[config.mk]
export PLATFORM = sky130hd
export DESIGN_NAME = moving_sum_n_flat
export DESIGN_NICKNAME = d
export VERILOG_FILES = /design/src/rtl/moving_sum_n_if.sv /design/src/rtl/moving_sum_n.sv /design/src/flat_wrapper.sv
export SDC_FILE = /design/constraint.sdc
export NUM_CORES = 1
export LEC_CHECK = 0
export BUFFER_PORTS_ARGS = -buffer_cell sky130_fd_sc_hd__buf_4
export CAP_MARGIN = 0
export CORE_MARGIN = 2
export CORE_UTILIZATION = 40
export CTS_BUF_LIST = sky130_fd_sc_hd__clkbuf_4
export DETAILED_ROUTE_END_ITERATION = 6
export PLACE_DENSITY = 0.55
export SLEW_MARGIN = 25
export SYNTH_ARGS = -nofsm -noshare
export SYNTH_HDL_FRONTEND = slang
export SYNTH_SLANG_ARGS = --single-unit
export TNS_END_PERCENT = 5
[constraint.sdc]
create_clock -name clk -period 8.5 [get_ports clk]
set_clock_uncertainty 0.1 [all_clocks]
set_input_delay 1.7 -clock clk [delete_from_list [all_inputs] [get_ports clk]]
set_output_delay 1.7 -clock clk [all_outputs]
set_load 0.005 [all_outputs]
[src/rtl/moving_sum_n_if.sv]
// Handshake and result bundle for the sliding-window accumulator.
interface moving_sum_n_if #(
  parameter int WIDTH = 8,
  parameter int DEPTH = 4
);
  localparam int LOG2D = $clog2(DEPTH);
  localparam int SUM_W = WIDTH + LOG2D;

  logic             clr;
  logic             in_valid;
  logic [WIDTH-1:0] in_data;
  logic             in_ready;
  logic             out_valid;
  logic [SUM_W-1:0] out_sum;
  logic [WIDTH-1:0] out_avg;
  logic [LOG2D:0]   out_count;
  logic             out_full;

  modport master (
    output clr, in_valid, in_data,
    input  in_ready, out_valid, out_sum, out_avg, out_count, out_full
  );

  modport slave (
    input  clr, in_valid, in_data,
    output in_ready, out_valid, out_sum, out_avg, out_count, out_full
  );
endinterface

[src/rtl/moving_sum_n.sv]
// Running sum of the last DEPTH accepted samples; one add step then one
// evict step per sample, so a new sample is taken at most every 3rd cycle.
module moving_sum_n #(
  parameter int WIDTH = 8,
  parameter int DEPTH = 4,
  localparam int LOG2D = $clog2(DEPTH),
  localparam int SUM_W = WIDTH + LOG2D
) (
  input  logic          clk,
  input  logic          rst,
  moving_sum_n_if.slave bus
);
  typedef enum logic [1:0] {IDLE, ADD, SUB} state_t;

  state_t             state_q, state_d;
  logic [SUM_W-1:0]   sum_q, sum_d;
  logic [LOG2D:0]     cnt_q, cnt_d;
  logic [LOG2D-1:0]   ptr_q, ptr_d;
  logic [WIDTH-1:0]   d_q, d_d;
  logic [WIDTH-1:0]   old_q, old_d;
  logic               vld_q, vld_d;
  logic [WIDTH-1:0]   buf_q [DEPTH];

  logic accept;
  assign bus.in_ready = (state_q == IDLE) && !bus.clr;
  assign accept       = bus.in_valid && bus.in_ready;

  always_comb begin
    state_d = state_q;
    sum_d   = sum_q;
    cnt_d   = cnt_q;
    ptr_d   = ptr_q;
    d_d     = d_q;
    old_d   = old_q;
    vld_d   = 1'b0;
    if (bus.clr) begin
      state_d = IDLE;
      sum_d   = '0;
      cnt_d   = '0;
      ptr_d   = '0;
    end else begin
      unique case (state_q)
        IDLE: if (accept) begin
          d_d     = bus.in_data;
          state_d = ADD;
        end
        ADD: begin
          // May overflow SUM_W; the evict step brings it back exactly.
          sum_d   = sum_q + SUM_W'(d_q);
          old_d   = buf_q[ptr_q];
          ptr_d   = (ptr_q == LOG2D'(DEPTH - 1)) ? '0 : ptr_q + 1'b1;
          state_d = SUB;
        end
        SUB: begin
          if (cnt_q == (LOG2D + 1)'(DEPTH)) sum_d = sum_q - SUM_W'(old_q);
          else                              cnt_d = cnt_q + 1'b1;
          vld_d   = 1'b1;
          state_d = IDLE;
        end
        default: state_d = IDLE;
      endcase
    end
  end

  always_ff @(posedge clk or posedge rst) begin
    if (rst) begin
      state_q <= IDLE;
      sum_q   <= '0;
      cnt_q   <= '0;
      ptr_q   <= '0;
      d_q     <= '0;
      old_q   <= '0;
      vld_q   <= 1'b0;
    end else begin
      state_q <= state_d;
      sum_q   <= sum_d;
      cnt_q   <= cnt_d;
      ptr_q   <= ptr_d;
      d_q     <= d_d;
      old_q   <= old_d;
      vld_q   <= vld_d;
    end
  end

  // History contents are don't-care after reset; count gates their use.
  always_ff @(posedge clk) begin
    if (state_q == ADD && !bus.clr) buf_q[ptr_q] <= d_q;
  end

  assign bus.out_valid = vld_q;
  assign bus.out_sum   = sum_q;
  assign bus.out_avg   = sum_q[SUM_W-1:LOG2D];
  assign bus.out_count = cnt_q;
  assign bus.out_full  = (cnt_q == (LOG2D + 1)'(DEPTH));
endmodule

[src/flat_wrapper.sv]
// flat-port wrapper written by rule: the top's interface ports become plain ports
module moving_sum_n_flat 
#(
  parameter int WIDTH = 8,
  parameter int DEPTH = 4,
  localparam int LOG2D = $clog2(DEPTH),
  localparam int SUM_W = WIDTH + LOG2D
)
  (clk, rst, bus_clr, bus_in_valid, bus_in_data, bus_in_ready, bus_out_valid, bus_out_sum, bus_out_avg, bus_out_count, bus_out_full);
  moving_sum_n_if #(.WIDTH(WIDTH), .DEPTH(DEPTH)) bus_i ();
  input  logic clk;
  input  logic rst;
  input wire logic [$bits(bus_i.clr)-1:0] bus_clr;
  input wire logic [$bits(bus_i.in_valid)-1:0] bus_in_valid;
  input wire logic [$bits(bus_i.in_data)-1:0] bus_in_data;
  output wire logic [$bits(bus_i.in_ready)-1:0] bus_in_ready;
  output wire logic [$bits(bus_i.out_valid)-1:0] bus_out_valid;
  output wire logic [$bits(bus_i.out_sum)-1:0] bus_out_sum;
  output wire logic [$bits(bus_i.out_avg)-1:0] bus_out_avg;
  output wire logic [$bits(bus_i.out_count)-1:0] bus_out_count;
  output wire logic [$bits(bus_i.out_full)-1:0] bus_out_full;
  assign bus_i.clr = bus_clr;
  assign bus_i.in_valid = bus_in_valid;
  assign bus_i.in_data = bus_in_data;
  assign bus_in_ready = bus_i.in_ready;
  assign bus_out_valid = bus_i.out_valid;
  assign bus_out_sum = bus_i.out_sum;
  assign bus_out_avg = bus_i.out_avg;
  assign bus_out_count = bus_i.out_count;
  assign bus_out_full = bus_i.out_full;
  moving_sum_n #(.WIDTH(WIDTH), .DEPTH(DEPTH)) u_core (.clk(clk), .rst(rst), .bus(bus_i));
endmodule
==> impl_metrics.csv <==
group,metric,value,unit
place,dp_hpwl,4.25,mm
clocking,htree_levels,3,
yosys,yosys.area.top_type,"edfxtp_1",
die,die_w,95.0,um
clocking,cts_buffers,9,
critical_path,critPathTopFamily,"buffers and inverters",
power_and_ir_drop,pwr_density_cell,208,nW/um^2
hold_path,hold_class,"flip-flop to flip-flop",
place,place_area,3600,um^2
timing,fin_tns_setup,0,ns
critical_path,cp_max_fo,23,
detailed_routing,drt_pass1_iterations,4,
die,initial_core_util,40.7,%
global_routing,grt_overflow,0,
critical_path,r2r_slack,5.20,ns
yosys,synthArstFlopShare,51.5,%
die,fp-row-count,33,
layout,fin_nets,325,
yosys,synth_most_common_cell,"dfrtp_1",
die,core-area,8130,um^2
timing,slew_viol_final,0,
clocking,worstSkewPairLatency,0.40,ns
detailed_routing,drc,0,
detailed_routing,ant_nets,0,
hold_path,min_to,"u_core.old_q[7]",
power_and_ir_drop,leakagePower,1.56,nW
detailed_routing,drt-initial-drc-count,50,
critical_path,worstPathArrival,2.29,ns
detailed_routing,routed_wl,6.06,mm
timing,relSlewSlack,43.1,%
timing,hold_violations,0,
layout,final_area,3740,um^2
yosys,ys_top_cells_by_area,"edfxtp_1 (29%), dfrtp_1 (26%), ha_1 (6.0%), mux4_2 (5.4%), mux2_2 (3.1%)",
timing,timing.fmax,244,MHz
critical_path,cp-end-kind,"primary output",
timing,hold_ws,0.412,ns
die,ios,36,
critical_path,critPathMaxStageDelay,0.24,ns
critical_path,critPathKind,"primary input to primary output",
yosys,yosysSeqAreaShare,54.7,%
power_and_ir_drop,ir_drop,0.130,mV
yosys,synth_nets,296,
layout,syn_to_final_growth,13.0,%
global_routing,grt_use_total,15.1,%
hold_path,min_path_cells,1,
critical_path,worst_path_max_delay_cell,"nor3_1",
clocking,cts_tree,"yes",
detailed_routing,wire_per_inst,14.9,um
clocking,clock_sinks,66,
yosys,synth_edf_count,32,
layout,drive_gt1_share,24.9,%
detailed_routing,viasPerCell,5.03,
clocking,cts_resized,0,
critical_path,path_cells,"buf_4 > nor3_1 > buf_4",
yosys,yosys_warnings,0,
critical_path,reg2regPathDepth,13,
yosys,ys_ff_latch,66,
yosys,syn_area_per_cell,12.4,um^2
yosys,synth_top_area_share,29.0,%
critical_path,r2r-end,"u_core.bus.out_sum[9]",
clocking,cts_buffer_depth,2,
power_and_ir_drop,power,0.779,mW
job,cap_viol_max_count,0,
global_routing,grt_max_degree,35,
timing,rsz0062_at_grt,"no",
yosys,ys_top_cells_by_count,"dfrtp_1 (34), edfxtp_1 (32), nand2_1 (23)",
detailed_routing,vias,2043,
critical_path,timing.rr.start,"u_core.d_q[2]",
global_routing,grt_pass1_vias,1999,
place,io_buffer_count,35,
critical_path,required,6.70,ns
clocking,holdBufCountCts,0,
critical_path,crit_top_cell,"buf_4",
global_routing,grt_pass1_wl,9.96,mm
critical_path,startpoint_type,"primary input",
die,die_area,9020,um^2
place,gp_congestion,0.852,
clocking,root_buffer,"clkbuf_4",
timing,tightest_slew,0.849,ns
clocking,path_clk_slew,0.10,ns
yosys,synth_cell_types,44,
timing,period_needed,4.09,ns
timing,finalSetupViolCount,0,
die,die_h,95.0,um
timing,fin_crit_sh,48.1,%
layout,antenna_cells,0,
outcome,status,"finished clean",
global_routing,grt_antenna_before_repair,0,
layout,fill_cells,749,
yosys,synth_area,3310,um^2
hold_path,min_from,"u_core.old_q[7]",
clocking,postCtsSetupBuffers,0,
yosys,yosys_most_used_dff,"dfrtp_1",
yosys,synth_cells,267,
critical_path,worst-path-buf-inv,2,
## cell families (layout without fill, tap and decap cells)
kind of cell	count (synthesis)	after routing	share of synthesized area, %
buffers and inverters	31	65	4.72
adders and majority gates	17	17	6.65
xor gates and xnor gates	10	10	2.65
muxes	26	26	11.5
and+or+nand+nor	76	76	11.8
AOI/OAI and AO/OA	41	41	8.01
DFF	66	66	54.7
## where the power goes
| part | leakage [nW] | internal, mW | switching, mW | total, mW |
|---|---|---|---|---|
| Clock | 0.0729 | 0.0953 | 0.109 | 0.204 |
| Sequential | 0.726 | 0.368 | 0.0336 | 0.402 |
| Combinational | 0.765 | 0.0889 | 0.0835 | 0.172 |
## layer usage
| layer | routed length, um | track usage, % | up-vias |
|---|---|---|---|
| met5 | 0 | 0 | - |
| met4 | 76 | 5.68 | 0 |
| met3 | 222 | 4.87 | 8 |
| met2 | 2870 | 24.5 | 40 |
| met1 | 2890 | 18.9 | 988 |
| li1 | - | - | 1007 |
## sequential cells by signal, summed over array words and instances, names as in the netlist
register and cells:
u_core.buf_q 32, u_core.bus.out_sum 10, u_core.d_q 8, u_core.old_q 8, u_core.bus.out_count 3, u_core.ptr_q 2
u_core.state_q 2, u_core.bus.out_valid 1
## through the flow
| stage | util, % | std cells | setup WS [ns] |
|---|---|---|---|
| after floorplan | - | 267 | 4.77 |
| after global placement | 44.3 | 390 | 4.42 |
| after detailed placement | 44.3 | 390 | 4.39 |
| after CTS | 46.0 | 406 | 4.39 |
| after global routing | 46.0 | 406 | 4.30 |
| final | 46.0 | 406 | 4.41 |
## cell usage in the layout, fill, tap and decap left out, drive strengths merged, types with 2 or more instances in the layout
master / count
xor2: 6
clkinv: 2
a21o: 3
nor3: 6
clkinvlp: 2
nor2b: 6
buf: 36
dfrtp: 34
nand3b: 3
nand2: 23
inv: 13
mux2: 15
nand2b: 3
a211oi: 3
o21ai: 12
mux4: 8
and2: 5
nor2: 16
mux2i: 3
nand3: 6
o31ai: 3
o21a: 4
a21oi: 12
or3: 2
xnor2: 4
ha: 16
and3: 2
clkbuf: 11
edfxtp: 32
## worst max path at each step
stage / end / cells past startpoint / slack (ns) / from
final: bus_in_ready / 3 / 4.41 / bus_clr
after global placement: bus_in_ready / 3 / 4.42 / bus_clr
after detailed placement: bus_in_ready / 3 / 4.39 / bus_clr
after global routing: bus_in_ready / 3 / 4.30 / bus_clr
after floorplan: bus_in_ready / 1 / 4.77 / bus_clr
after CTS: bus_in_ready / 3 / 4.39 / bus_clr
## cell type report
type,instances,area (um^2),share of cell area (%)
clock inverter,5,55.1,1.47
sequential,66,1810,48.4
tap,105,131,3.51
inverter,13,48.8,1.30
clock buffer,11,82.6,2.21
timing repair buffer,36,270,7.22
multi-input combinational,170,1340,35.9
## worst register-to-register path, delay by kind of cell (launching register included)
family / cells / cell delay, ns
fa+ha+maj: 1 / 0.35
flops: 1 / 0.51
mux: 2 / 0.57
xor+xnor: 1 / 0.19
simple gates: 4 / 0.69
compound gates: 5 / 0.77
(Power assumes the default switching activity.)
